`config.mk`:
```
export PLATFORM = sky130hd
export DESIGN_NAME = axis_cmd_gen_s2mm_ring
export DESIGN_NICKNAME = d
export VERILOG_FILES = /design/src/rtl/axis_cmd_gen_s2mm_ring.sv
export SDC_FILE = /design/constraint.sdc
export NUM_CORES = 1
export LEC_CHECK = 0
export ABC_AREA = 1
export BUFFER_PORTS_ARGS = -buffer_cell sky130_fd_sc_hd__buf_2
export CORE_ASPECT_RATIO = 1.75
export CORE_MARGIN = 2
export CORE_UTILIZATION = 50
export CTS_BUF_LIST = sky130_fd_sc_hd__clkbuf_8
export DETAILED_ROUTE_END_ITERATION = 7
export GPL_ROUTABILITY_DRIVEN = 0
export PLACE_DENSITY = 0.69
export SYNTH_ARGS = -nofsm -noshare
export SYNTH_HDL_FRONTEND = slang
export SYNTH_SLANG_ARGS = --single-unit
```
`constraint.sdc`:
```
create_clock -name clk -period 6.4 [get_ports clk]
set_input_delay 0.64 -clock clk [delete_from_list [all_inputs] [get_ports clk]]
set_output_delay 0.64 -clock clk [all_outputs]
set_load 0.01 [all_outputs]
```
`src/rtl/axis_cmd_gen_s2mm_ring.sv`:
```
// axis_cmd_gen_s2mm_ring: S2MM command generator with burst splitting, in-flight tracking and ring capture
module axis_cmd_gen_s2mm_ring #(
    parameter int ADDR_WIDTH      = 32,
    parameter int BTT_WIDTH       = 23,
    parameter int MAX_BURST_LEN   = 4096,
    parameter int MAX_OUTSTANDING = 4,
    localparam int CMD_W          = ADDR_WIDTH + 40
) (
    input  logic                  clk,
    input  logic                  reset,
    output logic [CMD_W-1:0]      m_axis_cmd_tdata,
    output logic                  m_axis_cmd_tvalid,
    input  logic                  m_axis_cmd_tready,
    input  logic [7:0]            s_axis_sts_tdata,
    input  logic                  s_axis_sts_tvalid,
    output logic                  s_axis_sts_tready,
    input  logic                  start,
    input  logic                  stop,
    input  logic                  mode_continuous,
    input  logic [ADDR_WIDTH-1:0] base_addr,
    input  logic [31:0]           cap_size,
    output logic                  busy,
    output logic                  cap_done,
    output logic                  err,
    output logic [4:0]            err_code,
    output logic [15:0]           wrap_cnt,
    output logic [31:0]           commit_ptr
);
    localparam int PW = (MAX_OUTSTANDING > 1) ? $clog2(MAX_OUTSTANDING) : 1;
    localparam int DEPTH = 1 << PW;
    localparam int OW = $clog2(MAX_OUTSTANDING + 1);
    localparam logic [31:0] MAX_B = 32'(MAX_BURST_LEN);
    localparam logic [OW-1:0] MAX_O = OW'(MAX_OUTSTANDING);

    typedef enum logic [1:0] {IDLE, ISSUE, DRAIN} state_t;

    state_t                state_q, state_d;
    logic [ADDR_WIDTH-1:0] base_q, base_d, addr_q, addr_d;
    logic [31:0]           size_q, size_d, rem_q, rem_d;
    logic                  cont_q, cont_d;
    logic [3:0]            tag_q, tag_d, exp_tag_q, exp_tag_d;
    logic [OW-1:0]         out_q, out_d;
    logic [PW-1:0]         wr_q, wr_d, rd_q, rd_d;
    logic                  cmd_valid_q, cmd_valid_d;
    logic [CMD_W-1:0]      cmd_data_q, cmd_data_d;
    logic                  sts_ready_q;
    logic                  cap_done_q, cap_done_d, err_q, err_d;
    logic [4:0]            err_code_q, err_code_d;
    logic [15:0]           wrap_q, wrap_d;
    logic [31:0]           commit_q, commit_d;
    logic [32:0]           fifo_mem [DEPTH];

    logic        cmd_hs, sts_hs, last, sof, fifo_empty, mismatch, sts_bad;
    logic [31:0] chunk;
    logic [32:0] head;
    logic [CMD_W-1:0] cmd_word;

    assign cmd_hs     = cmd_valid_q && m_axis_cmd_tready;
    assign sts_hs     = s_axis_sts_tvalid && sts_ready_q;
    assign chunk      = (rem_q < MAX_B) ? rem_q : MAX_B;
    assign last       = (rem_q <= MAX_B);
    assign sof        = (rem_q == size_q);
    assign fifo_empty = (out_q == '0);
    assign head       = fifo_mem[rd_q];
    assign mismatch   = fifo_empty || (s_axis_sts_tdata[3:0] != exp_tag_q);
    assign sts_bad    = sts_hs && (mismatch || !s_axis_sts_tdata[7]);

    // Assemble the command word for the chunk at the current address
    always_comb begin
        cmd_word = '0;
        cmd_word[BTT_WIDTH-1:0] = chunk[BTT_WIDTH-1:0];
        cmd_word[23] = sof;
        cmd_word[30] = last;
        cmd_word[31] = 1'b1;
        cmd_word[ADDR_WIDTH+31:32] = addr_q;
        cmd_word[ADDR_WIDTH+35:ADDR_WIDTH+32] = tag_q;
    end

    // Next-state: command issue, status retirement, error capture and run control
    always_comb begin
        state_d     = state_q;
        base_d      = base_q;
        addr_d      = addr_q;
        size_d      = size_q;
        rem_d       = rem_q;
        cont_d      = cont_q;
        tag_d       = tag_q;
        exp_tag_d   = exp_tag_q;
        out_d       = out_q + OW'(cmd_hs) - OW'(sts_hs && !fifo_empty);
        wr_d        = wr_q + PW'(cmd_hs);
        rd_d        = rd_q + PW'(sts_hs && !fifo_empty);
        cmd_valid_d = cmd_valid_q;
        cmd_data_d  = cmd_data_q;
        cap_done_d  = cap_done_q;
        err_d       = err_q;
        err_code_d  = err_code_q;
        wrap_d      = wrap_q;
        commit_d    = commit_q;
        if (cmd_hs) begin
            cmd_valid_d = 1'b0;
            tag_d = tag_q + 4'd1;
            addr_d = addr_q + ADDR_WIDTH'(chunk);
            rem_d = rem_q - chunk;
            if (last && cont_q) begin
                addr_d = base_q;
                rem_d = size_q;
            end
            if (last && !cont_q) state_d = DRAIN;
        end
        if (sts_hs) begin
            exp_tag_d = exp_tag_q + 4'd1;
            if (!fifo_empty) begin
                commit_d = head[32] ? '0 : commit_q + head[31:0];
                wrap_d = head[32] ? wrap_q + 16'd1 : wrap_q;
            end
            if (sts_bad && !err_q) begin
                err_d = 1'b1;
                err_code_d = {mismatch, ~s_axis_sts_tdata[7], s_axis_sts_tdata[6:4]};
            end
            if (sts_bad && state_q != IDLE) state_d = DRAIN;
        end
        if (state_q == ISSUE && stop) state_d = DRAIN;
        if (state_q == ISSUE && !stop && !sts_bad && !cmd_valid_q && rem_q != '0 && out_q < MAX_O) begin
            cmd_valid_d = 1'b1;
            cmd_data_d = cmd_word;
        end
        if (state_q == DRAIN && fifo_empty && !cmd_valid_q) begin
            state_d = IDLE;
            cap_done_d = !err_q && !sts_bad;
        end
        if (state_q == IDLE && start && cap_size != '0) begin
            state_d    = ISSUE;
            base_d     = base_addr;
            addr_d     = base_addr;
            size_d     = cap_size;
            rem_d      = cap_size;
            cont_d     = mode_continuous;
            tag_d      = '0;
            exp_tag_d  = '0;
            cap_done_d = 1'b0;
            err_d      = 1'b0;
            err_code_d = '0;
            wrap_d     = '0;
            commit_d   = '0;
        end
    end

    // State and control registers
    always_ff @(posedge clk) begin
        if (reset) begin
            state_q     <= IDLE;
            base_q      <= '0;
            addr_q      <= '0;
            size_q      <= '0;
            rem_q       <= '0;
            cont_q      <= 1'b0;
            tag_q       <= '0;
            exp_tag_q   <= '0;
            out_q       <= '0;
            wr_q        <= '0;
            rd_q        <= '0;
            cmd_valid_q <= 1'b0;
            cmd_data_q  <= '0;
            sts_ready_q <= 1'b0;
            cap_done_q  <= 1'b0;
            err_q       <= 1'b0;
            err_code_q  <= '0;
            wrap_q      <= '0;
            commit_q    <= '0;
        end else begin
            state_q     <= state_d;
            base_q      <= base_d;
            addr_q      <= addr_d;
            size_q      <= size_d;
            rem_q       <= rem_d;
            cont_q      <= cont_d;
            tag_q       <= tag_d;
            exp_tag_q   <= exp_tag_d;
            out_q       <= out_d;
            wr_q        <= wr_d;
            rd_q        <= rd_d;
            cmd_valid_q <= cmd_valid_d;
            cmd_data_q  <= cmd_data_d;
            sts_ready_q <= 1'b1;
            cap_done_q  <= cap_done_d;
            err_q       <= err_d;
            err_code_q  <= err_code_d;
            wrap_q      <= wrap_d;
            commit_q    <= commit_d;
        end
    end

    // In-flight FIFO holds {eof, chunk} of each accepted command until its status returns
    always_ff @(posedge clk) begin
        if (cmd_hs) fifo_mem[wr_q] <= {last, chunk};
    end

    assign m_axis_cmd_tdata  = cmd_data_q;
    assign m_axis_cmd_tvalid = cmd_valid_q;
    assign s_axis_sts_tready = sts_ready_q;
    assign busy              = (state_q != IDLE);
    assign cap_done          = cap_done_q;
    assign err               = err_q;
    assign err_code          = err_code_q;
    assign wrap_cnt          = wrap_q;
    assign commit_ptr        = commit_q;
endmodule

```
Yosys cells after proc, flatten, opt, wreduce, memory -nomap -nowiden:

Memory sizes are Yosys's and may differ from the RTL's. A register that Yosys moved wholly into a read port is not among the register bits.
Index checks and enable logic that the tools add are counted.

* bits in registers: 265
* latch bits: 0
* memory bits (writable): 132
* memory bits (read-only): 0
* word-level logic and storage cells: 101
* memories: 1

* $add $sub $neg: 10
* multiply operators: 0
* divide/modulo/power cells: 0
* order comparisons: 3
* equality and inequality tests: 4
* shift operators: 0
* multiplexer cells: 21
* bitwise logic cells: 2
* reductions and logical operators: 40

Memories
* fifo_mem: words 4, bits a word 33, rd ports 1, clocked after Yosys merged registers in 1, write ports 1, line 51 `logic [32:0] fifo_mem [DEPTH];`

Operator list (number)
* $mux W32: 8
* $add A32 B32 Y32: 2
* $reduce_bool A32 Y1: 2
* $eq A32 B32 Y1: 1
* $le A32 B13 Y1 const B: 1
* $lt A32 B13 Y1 const B: 1
* $sub A32 B32 Y32: 1
* $logic_and A1 B1 Y1: 19
* $add A16 B1 Y16 const B: 1
* $mux W2: 6
* $add A4 B1 Y4 const B: 2
* $logic_not A1 Y1: 7
* $mux W1: 7
* $reduce_bool A2 Y1: 3
* $add A2 B1 Y2: 2
* $ne A4 B4 Y1: 1
* $reduce_and A2 Y1: 2
* $add A3 B1 Y3: 1
* $logic_not A3 Y1: 1
* $lt A3 B3 Y1 const B: 1
* $reduce_and A3 Y1: 1
* $reduce_or A3 Y1: 1
* $sub A3 B1 Y3: 1
* $eq A2 B1 Y1 const B: 1
* 5 further kinds: 7

Longest topological paths before layout:

Gate-level depths: netlist of the first run.

* depth after elaboration: 10
* depth in mapped cells: 23
* gate-level depth less buffers: 19

Worst setup path before layout of the first run:

Ideal clock, no wire load.

* path kind: in2reg
* start: in m_axis_cmd_tready
* end: mem fifo_mem[0][0] (enable)
* data arrival time: 3.425 ns
* path slack: 2.510 ns
* cell stages on the path: 4
* buffers on the path: 2
* cell sequence: nand2_1 -> clkbuf_1 -> buf_1 -> nor3_1

* longest elaborated chain between the ends: 3

RTL lines
* start, declared: line 13 `input logic m_axis_cmd_tready,`
* $logic_and A1 B1 Y1: line 58 `assign cmd_hs = cmd_valid_q && m_axis_cmd_tready;`
* $mux W1: line 195 `if (cmd_hs) fifo_mem[wr_q] <= {last, chunk};`
* $mux W1 (not written as such): line 195
* end, declared: line 51

Every way passes these cells.

Worst setup path after layout of the first run:

* start: reg rem_q[28]
* end: reg addr_q[30]

* longest elaborated chain between the ends: 6

RTL lines
* start, declared: line 39 `logic [31:0] size_q, size_d, rem_q, rem_d;`
* start signal, assigned: line 175 `rem_q <= rem_d;`
* $lt A32 B13 Y1: line 60 `assign chunk = (rem_q < MAX_B) ? rem_q : MAX_B;`
* $mux W32: line 60
* net chunk[0]: line 54 `logic [31:0] chunk;`
* $add A32 B32 Y32: line 102 `addr_d = addr_q + ADDR_WIDTH'(chunk);`
* $mux W32: line 104 `if (last && cont_q) begin`
* $mux W32: line 99 `if (cmd_hs) begin`
* $mux W32: line 131 `if (state_q == IDLE && start && cap_size != '0) begin`
* end signal, assigned: line 173 `addr_q <= addr_d;`
* end, declared: line 38 `logic [ADDR_WIDTH-1:0] base_q, base_d, addr_q, addr_d;`

The timed path passes the listed nets, and every way through them passes these cells. The select of a mux whose other input is x is not followed.
A chain may end at the register's enable or synchronous reset.

==> metrics.md, run 1 <==
| Metric | Value |
|---|---|
| Critical R2R Launch | rem_q[28]$_SDFFE_PP0P_ |
| GRT Total Usage | 0.280 |
| RSZ-0062 raised after global routing | false |
| Max-slew headroom | 0.243 |
| Reg2reg setup slack | 2.08 ns |
| Pleak | 10.2 nW |
| Iter 0 DRT Violations | 1,386 |
| # DRC | 0 |
| Kind of critical path | register to register |
| Mapped cell area | 20,500 sq um |
| Total CTS buffers | 57 |
| Die Width | 157 um |
| Via/cell ratio | 5.45 |
| Startpoint Class | register |
| Cts repair resizes | 0 |
| Fraction of layout cells with a size suffix above 1 | 0.127 |
| IO Pins | 209 |
| Worst skew pair latency | 0.66 ns |
| Slew Limit Fails | 0 |
| Nets | 3,039 |
| CTS Sinks | 397 |
| Core Region | 40,600 sq um |
| Die height | 272 um |
| CP endpoint | addr_q[30]$_SDFFE_PP0P_ |
| Root Driver | clkbuf_8 |
| Minimum clock period | 4.32 ns |
| Prevailing post-synth register cell | dfxtp_1 |
| Crit share post-route | 0.674 |
| Post-synthesis sequential area ratio | 0.453 |
| R2R Path End | addr_q[30]$_SDFFE_PP0P_ |
| Util after Layout | 0.574 |
| Worst Max-Slew Pin Slew | 1.13 ns |
| CTS tree | built |
| Vias in the first global route | 18,700 |
| WL per Instance | 17.3 um |
| Final hold vios | 0 |
| WP data arrival | 4.85 ns |
| Starting density of the core | 0.504 |
| Clk_skew | 0.0418 ns |
| Seq cells post-synth | 397 |
| Syn Inst Count | 2,628 |
| Final setup viols | 0 |
| CP startpoint | rem_q[28]$_SDFFE_PP0P_ |
| CTS max path bufs | 3 |
| Row count | 98 |
| Global-route wire length before repair | 95,000 um |
| Via count | 19,000 |
| Initial antenna violation count | 2 |
| Critical Path Sink Type | register |
| Finished Cell Area | 23,300 sq um |
| Port Buf Inserts | 198 |
| Largest net degree at the start of global routing | 89 |
| Max-cap violation count | 0 |
| Placed inst area | 22,100 sq um |
| Number of synthesized flops with an enable pin | 132 |
| Final TNS setup | 0 ns |
| WP data required | 6.94 ns |
| R2R cell count | 18 |
| Hold Path Class | input pin to register |
| DP Cell Count | 3,378 |
| Grt ovf | 0 |
| Worst-path maximum fanout | 34 |
| Area delta synth->final | 14.0% |
| Status | complete, no violations |
| Synth cell types | 54 |
| Setup Fix Bufs, Post-CTS | 0 |
| Syn avg cell area | 7.78 sq um |
| Asr flop ratio synth | 0 |
| Max frequency | 0.232 GHz |
| Pwr per Cell Area | 273 nW/um^2 |
| Routed wire length | 60,300 um |
| VDD IR max | 0.161 mV |
| DRT antenna net count | 0 |
| H-tree depth | 2 |
| Fin cells | 3,484 |
| CTS Hold Bufs | 0 |
| Syn. warnings | 0 |
| Die area | 42,600 sq um |
| Clock transition at path regs | 0.07 ns |
| HPWL after detailed placement | 42,900 um |
| DR pass1 iterations | 5 |
flip-flops by register name, indices dropped and copies added (netlist names):
name	count
state_q	2
s_axis_sts_tready	1
err_code	5
cont_q	1
commit_ptr	32
base_q	32
err	1
tag_q	4
cap_done	1
m_axis_cmd_tvalid	1
out_q	3
rd_q	2
exp_tag_q	4
rem_q	32
addr_q	32
size_q	32
wrap_cnt	16
m_axis_cmd_tdata	62
wr_q	2
fifo_mem	132
layer usage:
metal	vias to the layer above	routed length [um]	track usage
li1	9294	-	-
met1	8835	22700	0.307
met2	655	30600	0.504
met3	206	3030	0.0326
met4	0	4040	0.176
met5	-	0	0
power by group:
group	leakage [nW]	internal (mW)	total, mW	switching, mW
registers	3.38	2.71	2.82	0.109
logic	6.14	0.442	1.39	0.953
clock network	0.671	1.11	2.14	1.03
total	10.2	4.26	6.35	2.09
worst max-delay path, cell delays in order (launching register included):
cell and delay (ns):
dfxtp_1 0.36, nor2_2 0.18, nand2_1 0.08, nor2_2 0.16, nand3_2 0.65, nor2_1 0.59
ha_1 0.27, fa_1 0.22, nand3_1 0.09, nand2_1 0.14, a21boi_0 0.16, o21ai_0 0.56
nand2_1 0.10, nand2_1 0.16, nand2_1 0.09, nand3_1 0.08, nand3_1 0.09, a21oi_1 0.17
nor2_1 0.05
cell families after synthesis:
group | after synthesis | share of synthesized area
AO/OA/AOI/OAI | 711 | 0.189
XOR/XNOR | 66 | 0.0283
adder cells (fa/ha/maj) | 73 | 0.0458
buffers and inverters | 393 | 0.0786
flip-flops | 397 | 0.453
other | 2 | 0.000367
AND/OR/NAND/NOR | 986 | 0.205
synth_stat cells, types with 16 or more instances:
library cell,n,share of area
xor2_1,41,0.018
nor3_1,25,0.0061
o22ai_1,89,0.027
o21ai_0,204,0.050
nand4_1,33,0.010
o21ai_1,31,0.0076
nor2_1,236,0.043
ha_1,70,0.043
dfxtp_1,265,0.26
nand2_1,522,0.096
nand3_1,104,0.025
nor4_1,16,0.0049
inv_1,263,0.048
clkbuf_1,65,0.012
a21oi_1,318,0.078
edfxtp_1,132,0.19
buf_2,30,0.0073
xnor2_1,25,0.011
cell usage in the layout, fill, tap and decap left out, drive strengths merged, types with 70 or more instances in the layout:
| master | count |
|---|---|
| a21oi | 322 |
| buf | 218 |
| conb | 105 |
| dfxtp | 265 |
| edfxtp | 132 |
| ha | 70 |
| inv | 285 |
| nand2 | 536 |
| nand3 | 107 |
| nor2 | 250 |
| o21ai | 239 |
| o22ai | 89 |
through the flow:
stage	setup slack (ns)	hold WS, ns	total power [mW]
6_report	2.08	0.217	6.35
5_1_grt	1.65	0.224	6.66
3_5_place_dp	2.09	0.431	4.23
2_1_floorplan	2.51	0.445	3.86
3_3_place_gp	2.21	0.426	4.20
4_1_cts	2.08	0.183	6.36
final cells by class:
class / instances / area [sq um]
flip-flops and latches: 397 / 9270
repair buffers: 218 / 1140
clock buffers: 66 / 908
clock inverters: 38 / 283
multi-input cells: 1941 / 9990
diodes: 2 / 5.00
inverters: 272 / 1020
fillers: 3781 / 17300
well taps: 550 / 688
worst min path at each step:
stage,from,end,slack [ns],cells after the start
final,s_axis_sts_tdata[5],err_code[1]$_SDFFE_PP0P_,0.22,3
after global routing,s_axis_sts_tdata[4],err_code[0]$_SDFFE_PP0P_,0.22,3
after CTS,s_axis_sts_tdata[5],err_code[1]$_SDFFE_PP0P_,0.18,3
after detailed placement,m_axis_cmd_tdata[20]$_SDFFE_PP0P_,m_axis_cmd_tdata[20]$_SDFFE_PP0P_,0.43,2
after global placement,m_axis_cmd_tdata[16]$_SDFFE_PP0P_,m_axis_cmd_tdata[16]$_SDFFE_PP0P_,0.43,2
after floorplan,base_q[10]$_SDFFE_PP0P_,base_q[10]$_SDFFE_PP0P_,0.45,2
Note: power is estimated with default switching activity, not from simulation.
==> inputs of run 2 (changes only) <==
==> constraint.sdc (replaced) <==
create_clock -name clk -period 4.2 [get_ports clk]
set_input_delay 0.42 -clock clk [delete_from_list [all_inputs] [get_ports clk]]
set_output_delay 0.42 -clock clk [all_outputs]
set_load 0.01 [all_outputs]
==> metrics.md, run 2 (same netlist as run 1, synthesis figures left out) <==
| Metric | Value |
|---|---|
| Status | complete, no violations (unchanged) |
| Worst Max-Slew Pin Slew | 1.15 ns (was 1.13 ns) |
| Hold slack | 0.0509 ns (was 0.217 ns) |
| Crit share post-route | 0.911 (was 0.674) |
| Cell-internal power | 6.46 mW (was 4.26 mW) |
| Startpoint Class | register (unchanged) |
| Grt ovf | 0 (unchanged) |
| Nets | 3,054 (was 3,039) |
| Clk_skew | 0.0314 ns (was 0.0418 ns) |
| Max frequency | 0.261 GHz (was 0.232 GHz) |
| Row count | 98 (unchanged) |
| GRT Total Usage | 0.282 (was 0.280) |
| Vias in the first global route | 19,000 (was 18,700) |
| Post-placement setup slack | 0.513 ns (was 2.09 ns) |
| CTS tree | built (unchanged) |
| DRT antenna net count | 0 (unchanged) |
| Iter 0 DRT Violations | 1,365 (was 1,386) |
| Die Width | 157 um (unchanged) |
| Total CTS buffers | 59 (was 57) |
| Clock transition at path regs | 0.07 ns (about the same) |
| Fraction of layout cells with a size suffix above 1 | 0.126 (was 0.127) |
| WP data arrival | 4.38 ns (was 4.85 ns) |
| RSZ-0062 raised after global routing | false (unchanged) |
| Port Buf Inserts | 198 (unchanged) |
| Final hold vios | 0 (unchanged) |
| Routed wire length | 60,600 um (was 60,300 um) |
| Global-route wire length before repair | 95,700 um (was 95,000 um) |
| Worst-path maximum fanout | 16 (was 34) |
| Minimum clock period | 3.83 ns (was 4.32 ns) |
| IO Pins | 209 (unchanged) |
| VDD IR max | 0.303 mV (was 0.161 mV) |
| Pleak | 10.2 nW (about the same) |
| CTS max path bufs | 3 (unchanged) |
| Slew Limit Fails | 0 (unchanged) |
| WP data required | 4.76 ns (was 6.94 ns) |
| Largest net degree at the start of global routing | 103 (was 89) |
| Sequential power share | 0.445 (was 0.444) |
| Initial antenna violation count | 1 (was 2) |
| Root Driver | clkbuf_8 (unchanged) |
| Max reg flops | 132 (unchanged) |
| Max-cap violation count | 0 (unchanged) |
| Final setup viols | 0 (unchanged) |
| Critical R2R Launch | rem_q[13]$_SDFFE_PP0P_ (was rem_q[28]$_SDFFE_PP0P_) |
| Via count | 19,300 (was 19,000) |
| Pwr per Cell Area | 411 nW/um^2 (was 273 nW/um^2) |
| Final TNS setup | 0 ns (unchanged) |
| Via/cell ratio | 5.50 (was 5.45) |
| Area delta synth->final | 14.6% (was 14.0%) |
| Commonest non-fill, non-tap cells in the layout | nand2_1, a21oi_1, inv_1 (unchanged) |
| Worst skew pair latency | 0.64 ns (was 0.66 ns) |
| Die height | 272 um (unchanged) |
| Worst setup margin | 0.374 ns (was 2.08 ns) |
| Switching Share | 0.329 (about the same) |
| Util after Layout | 0.577 (was 0.574) |
| CTS Sinks | 397 (unchanged) |
| CP startpoint | rem_q[13]$_SDFFE_PP0P_ (was rem_q[28]$_SDFFE_PP0P_) |
| HPWL after detailed placement | 43,200 um (was 42,900 um) |
| Hold wc startpoint | s_axis_sts_tdata[4] (was s_axis_sts_tdata[5]) |
| Critical Path Sink Type | register (unchanged) |
| WL per Instance | 17.3 um (about the same) |
| Logic gate share of total power | 0.224 (was 0.219) |
| Core Region | 40,600 sq um (unchanged) |
| Starting density of the core | 0.504 (unchanged) |
| Most common cell after layout, fill and taps aside | nand2_1 (unchanged) |
| Most flops, register | fifo_mem (unchanged) |
| Kind of critical path | register to register (unchanged) |
| DR pass1 iterations | 7 (was 5) |
| Psw | 3.17 mW (was 2.09 mW) |
| Die area | 42,600 sq um (unchanged) |
| Max-slew headroom | 0.237 (was 0.243) |
| Clk network pwr share | 0.330 (was 0.336) |
| # DRC | 0 (unchanged) |
| Hold Path Class | input pin to register (unchanged) |
| H-tree depth | 2 (unchanged) |
-- run 2: cell types whose count changed in the layout (fill, tap and decap cells not counted), sizes merged --
cell	before	now
clkbuf	66	63
inv	285	288
buf	218	229
clkinvlp	1	2
diode	2	1
dlygate4sd3	0	2
clkinv	20	25
-- run 2: stage by stage --
stage / cell area (sq um) / power, mW / cells
after floorplan: 20800 / 5.88 / 2731
after global placement: 22200 / 6.43 / 3389
after detailed placement: 22200 / 6.47 / 3389
after CTS: 23400 / 9.65 / 3501
after global routing: 23400 / 10.1 / 3502
final: 23400 / 9.62 / 3502
-- run 2: routing by layer --
| layer | track usage | wire, um | up-vias |
|---|---|---|---|
| li1 | - | - | 9320 |
| met1 | 0.308 | 22300 | 8994 |
| met2 | 0.495 | 30200 | 708 |
| met3 | 0.0354 | 3370 | 232 |
| met4 | 0.203 | 4790 | 0 |
| met5 | 0 | 0 | - |
-- run 2: layout make-up --
class	count	area [sq um]
Fill cell	3822	17200
Multi-Input combinational cell	1941	9990
Sequential cell	397	9270
Timing Repair Buffer	231	1280
Inverter	272	1020
Clock buffer	63	867
Tap cell	550	688
Clock inverter	47	303
Antenna cell	1	2.50
-- run 2: what timing repair did --
| item | CTS | global route |
|---|---|---|
| buffers inserted | 0 | 0 |
| resized for setup | 0 | 1 |
| setup endpoints to repair | 0 | 1 |
| endpoints found under the hold margin | 2 | 0 |
| hold buffers | 2 | 0 |
-- run 2: path summary, 6_finish.rpt --
path	endpoint	slack, ns	cells past startpoint
max	addr_q[31]$_SDFFE_PP0P_	0.37	16
min	err_code[0]$_SDFFE_PP0P_	0.05	3
max reg2reg	addr_q[31]$_SDFFE_PP0P_	0.37	16
min reg2reg	m_axis_cmd_tdata[17]$_SDFFE_PP0P_	0.44	2
-- run 2: worst max-delay path: stages (launching register included) --
cell and delay (ns):
dfxtp_1 0.34, inv_1 0.15, nand2_1 0.17, nor2_2 0.13, nand3_2 0.35, nor2_1 0.67, ha_1 0.32, nand2_1 0.15
nor2_1 0.18, nand2_1 0.07, o21ai_0 0.59, nand4_1 0.21, nand2_1 0.11, nand2_1 0.05, nand3_1 0.06, nand2_1 0.06
a21oi_1 0.13
-- run 2: power by group through the flow --
| stage | logic [mW] | clock network, mW | registers [mW] |
|---|---|---|---|
| after global routing | 2.41 | 3.40 | 4.30 |
| after global placement | 2.06 | 0 | 4.36 |
| after CTS | 2.11 | 3.25 | 4.28 |
| after floorplan | 1.55 | 0 | 4.33 |
| final | 2.16 | 3.18 | 4.29 |
| after detailed placement | 2.10 | 0 | 4.37 |
==> inputs of run 3 (changes only) <==
--- a/config.mk
+++ b/config.mk
@@ -9,11 +9,10 @@
 export BUFFER_PORTS_ARGS = -buffer_cell sky130_fd_sc_hd__buf_2
 export CORE_ASPECT_RATIO = 1.75
 export CORE_MARGIN = 2
-export CORE_UTILIZATION = 50
+export CORE_UTILIZATION = 40
 export CTS_BUF_LIST = sky130_fd_sc_hd__clkbuf_8
 export DETAILED_ROUTE_END_ITERATION = 7
 export GPL_ROUTABILITY_DRIVEN = 0
-export PLACE_DENSITY = 0.69
 export SYNTH_ARGS = -nofsm -noshare
 export SYNTH_HDL_FRONTEND = slang
 export SYNTH_SLANG_ARGS = --single-unit
==> metrics.md, run 3 (same netlist as run 1, synthesis figures left out) <==
| Metric | Value |
|---|---|
| Status | complete, no violations (unchanged) |
| # DRC | 0 (unchanged) |
| Fraction of layout cells with a size suffix above 1 | 0.127 (was 0.126) |
| Die area | 53,000 sq um (was 42,600 sq um) |
| Buf/Inv on CP | 1 (unchanged) |
| Starting density of the core | 0.405 (was 0.504) |
| Cts repair resizes | 0 (unchanged) |
| Fin cells | 3,615 (was 3,502) |
| Total CTS buffers | 60 (was 59) |
| CTS max path bufs | 3 (unchanged) |
| CTS Hold Bufs | 1 (was 2) |
| WP data arrival | 4.34 ns (was 4.38 ns) |
| Die height | 303 um (was 272 um) |
| RSZ-0062 raised after global routing | false (unchanged) |
| Cell Chain, Critical Path | inv_1 -> nand2_1 -> nor2_2 -> nand3_2 -> nor2_1 -> fa_1 -> nand3_1 -> nand2_1 -> a21boi_0 -> o21ai_0 -> nand2_1 -> nand2_1 -> nand2_1 -> nand3_1 -> nand3_1 -> a21oi_1 -> nor2_1 (was inv_1 -> nand2_1 -> nor2_2 -> nand3_2 -> nor2_1 -> ha_1 -> nand2_1 -> nor2_1 -> nand2_1 -> o21ai_0 -> nand4_1 -> nand2_1 -> nand2_1 -> nand3_1 -> nand2_1 -> a21oi_1) |
| CP max stage cell | o21ai_0 (was nor2_1) |
| Clk network pwr share | 0.344 (was 0.330) |
| Hold slack | 0.0393 ns (was 0.0509 ns) |
| Worst skew pair latency | 0.65 ns (was 0.64 ns) |
| Sequential power share | 0.436 (was 0.445) |
| Vias in the first global route | 18,500 (was 19,000) |
| IO Pins | 209 (unchanged) |
| Grt ovf | 0 (unchanged) |
| Hold wc startpoint | s_axis_sts_tdata[5] (was s_axis_sts_tdata[4]) |
| Most common cell after layout, fill and taps aside | nand2_1 (unchanged) |
| Root Driver | clkbuf_8 (unchanged) |
| Port Buf Inserts | 198 (unchanged) |
| CP startpoint | rem_q[13]$_SDFFE_PP0P_ (unchanged) |
| Startpoint Class | register (unchanged) |
| Routed wire length | 63,000 um (was 60,600 um) |
| Max reg flops | 132 (unchanged) |
| Switching Share | 0.319 (was 0.329) |
| HPWL after detailed placement | 45,500 um (was 43,200 um) |
| Most flops, register | fifo_mem (unchanged) |
| Worst-path maximum fanout | 12 (was 16) |
| Via count | 19,000 (was 19,300) |
| Max-slew headroom | 0.334 (was 0.237) |
| Cell-internal power | 6.69 mW (was 6.46 mW) |
| DRT antenna net count | 0 (unchanged) |
| Hold Path Class | input pin to register (unchanged) |
| Finished Cell Area | 23,600 sq um (was 23,400 sq um) |
| Post-placement setup slack | 0.522 ns (was 0.513 ns) |
| Iter 0 DRT Violations | 1,231 (was 1,365) |
| Final hold vios | 0 (unchanged) |
| DR pass1 iterations | 5 (was 7) |
| Clock transition at path regs | 0.07 ns (about the same) |
| Util after Layout | 0.469 (was 0.577) |
| Psw | 3.14 mW (was 3.17 mW) |
| Pwr per Cell Area | 415 nW/um^2 (was 411 nW/um^2) |
| Kind of critical path | register to register (unchanged) |
| GRT Total Usage | 0.230 (was 0.282) |
| WP data required | 4.72 ns (was 4.76 ns) |
| Critical R2R Launch | rem_q[13]$_SDFFE_PP0P_ (unchanged) |
| Core Region | 50,500 sq um (was 40,600 sq um) |
| Slowest stage delay, CP | 0.71 ns (was 0.67 ns) |
| H-tree depth | 2 (unchanged) |
| Initial antenna violation count | 3 (was 1) |
| Clk_skew | 0.0388 ns (was 0.0314 ns) |
| Minimum clock period | 3.82 ns (was 3.83 ns) |
| Max-cap violation count | 0 (unchanged) |
| Final TNS setup | 0 ns (unchanged) |
| Worst Max-Slew Pin Slew | 0.998 ns (was 1.15 ns) |
| DP Cell Count | 3,506 (was 3,389) |
| Worst path top cell family by delay | simple AND/OR/NAND/NOR gates (unchanged) |
| Largest net degree at the start of global routing | 88 (was 103) |
| Slew Limit Fails | 0 (unchanged) |
| CTS Sinks | 397 (unchanged) |
| Die Width | 175 um (was 157 um) |
| Area delta synth->final | 15.6% (was 14.6%) |
| Placed inst area | 22,400 sq um (was 22,200 sq um) |
| Final setup viols | 0 (unchanged) |
| Worst setup margin | 0.381 ns (was 0.374 ns) |
| Logic gate share of total power | 0.220 (was 0.224) |
| CTS tree | built (unchanged) |
| Critical Path Sink Type | register (unchanged) |
| WL per Instance | 17.4 um (was 17.3 um) |
| Commonest non-fill, non-tap cells in the layout | nand2_1, a21oi_1, inv_1 (unchanged) |
| Row count | 109 (was 98) |
| CP most frequent cell | nand2_1 (unchanged) |
| Nets | 3,055 (was 3,054) |
| Via/cell ratio | 5.25 (was 5.50) |
| Max frequency | 0.262 GHz (was 0.261 GHz) |
| VDD IR max | 0.232 mV (was 0.303 mV) |
| Pleak | 10.3 nW (was 10.2 nW) |
| Total power | 9.82 mW (was 9.62 mW) |
| Crit share post-route | 0.909 (was 0.911) |
| Setup Fix Bufs, Post-CTS | 0 (unchanged) |
| Global-route wire length before repair | 96,900 um (was 95,700 um) |
-- run 3: cell count changes in the layout (fill, tap and decap cells not counted), moves of 2 or more --
cell,change
inv_1,+4
clkinv_2,-2
diode_2,+2
clkinv_1,-11
bufinv_16,+3
clkbuf_8,+3
-- run 3: power by group through the flow --
stage               registers [mW]  clock network (mW)  logic [mW]
finish                        4.28                3.38        2.16
CTS                           4.28                3.46        2.13
global placement              4.36                   0        2.10
detailed placement            4.37                   0        2.12
global route                  4.30                3.60        2.43
floorplan                     4.33                   0        1.55
-- run 3: routing by layer --
| layer | share of wire | wire, um | vias to the layer above | global-route usage |
|---|---|---|---|---|
| li1 | - | - | 9333 | - |
| met1 | 0.38 | 23900 | 8827 | 0.251 |
| met2 | 0.51 | 32100 | 597 | 0.427 |
| met3 | 0.046 | 2900 | 211 | 0.0246 |
| met4 | 0.065 | 4080 | 0 | 0.142 |
| met5 | 0 | 0 | - | 0 |
-- run 3: area by class of cell --
class                      instances  area, sq um
antenna                            3         7.51
clock inverter                    39          340
inverter                         272         1020
clock buffer                      66          908
tap                              666          833
sequential                       397         9270
timing repair buffer             231         1270
fill                            5105        26800
multi-input combinational       1941         9990
-- run 3: path summary, 6_finish.rpt --
| path | slack (ns) | to | depth (start not counted) |
|---|---|---|---|
| setup / recovery | 0.38 | addr_q[30]$_SDFFE_PP0P_ | 17 |
| hold / removal | 0.04 | err_code[1]$_SDFFE_PP0P_ | 3 |
| setup reg to reg | 0.38 | addr_q[30]$_SDFFE_PP0P_ | 17 |
| hold reg to reg | 0.44 | m_axis_cmd_tdata[16]$_SDFFE_PP0P_ | 2 |
-- run 3: worst min-delay path, stage by stage --
cell and delay (ns):
buf_2 0.08, nor2_1 0.04, nor2_1 0.08
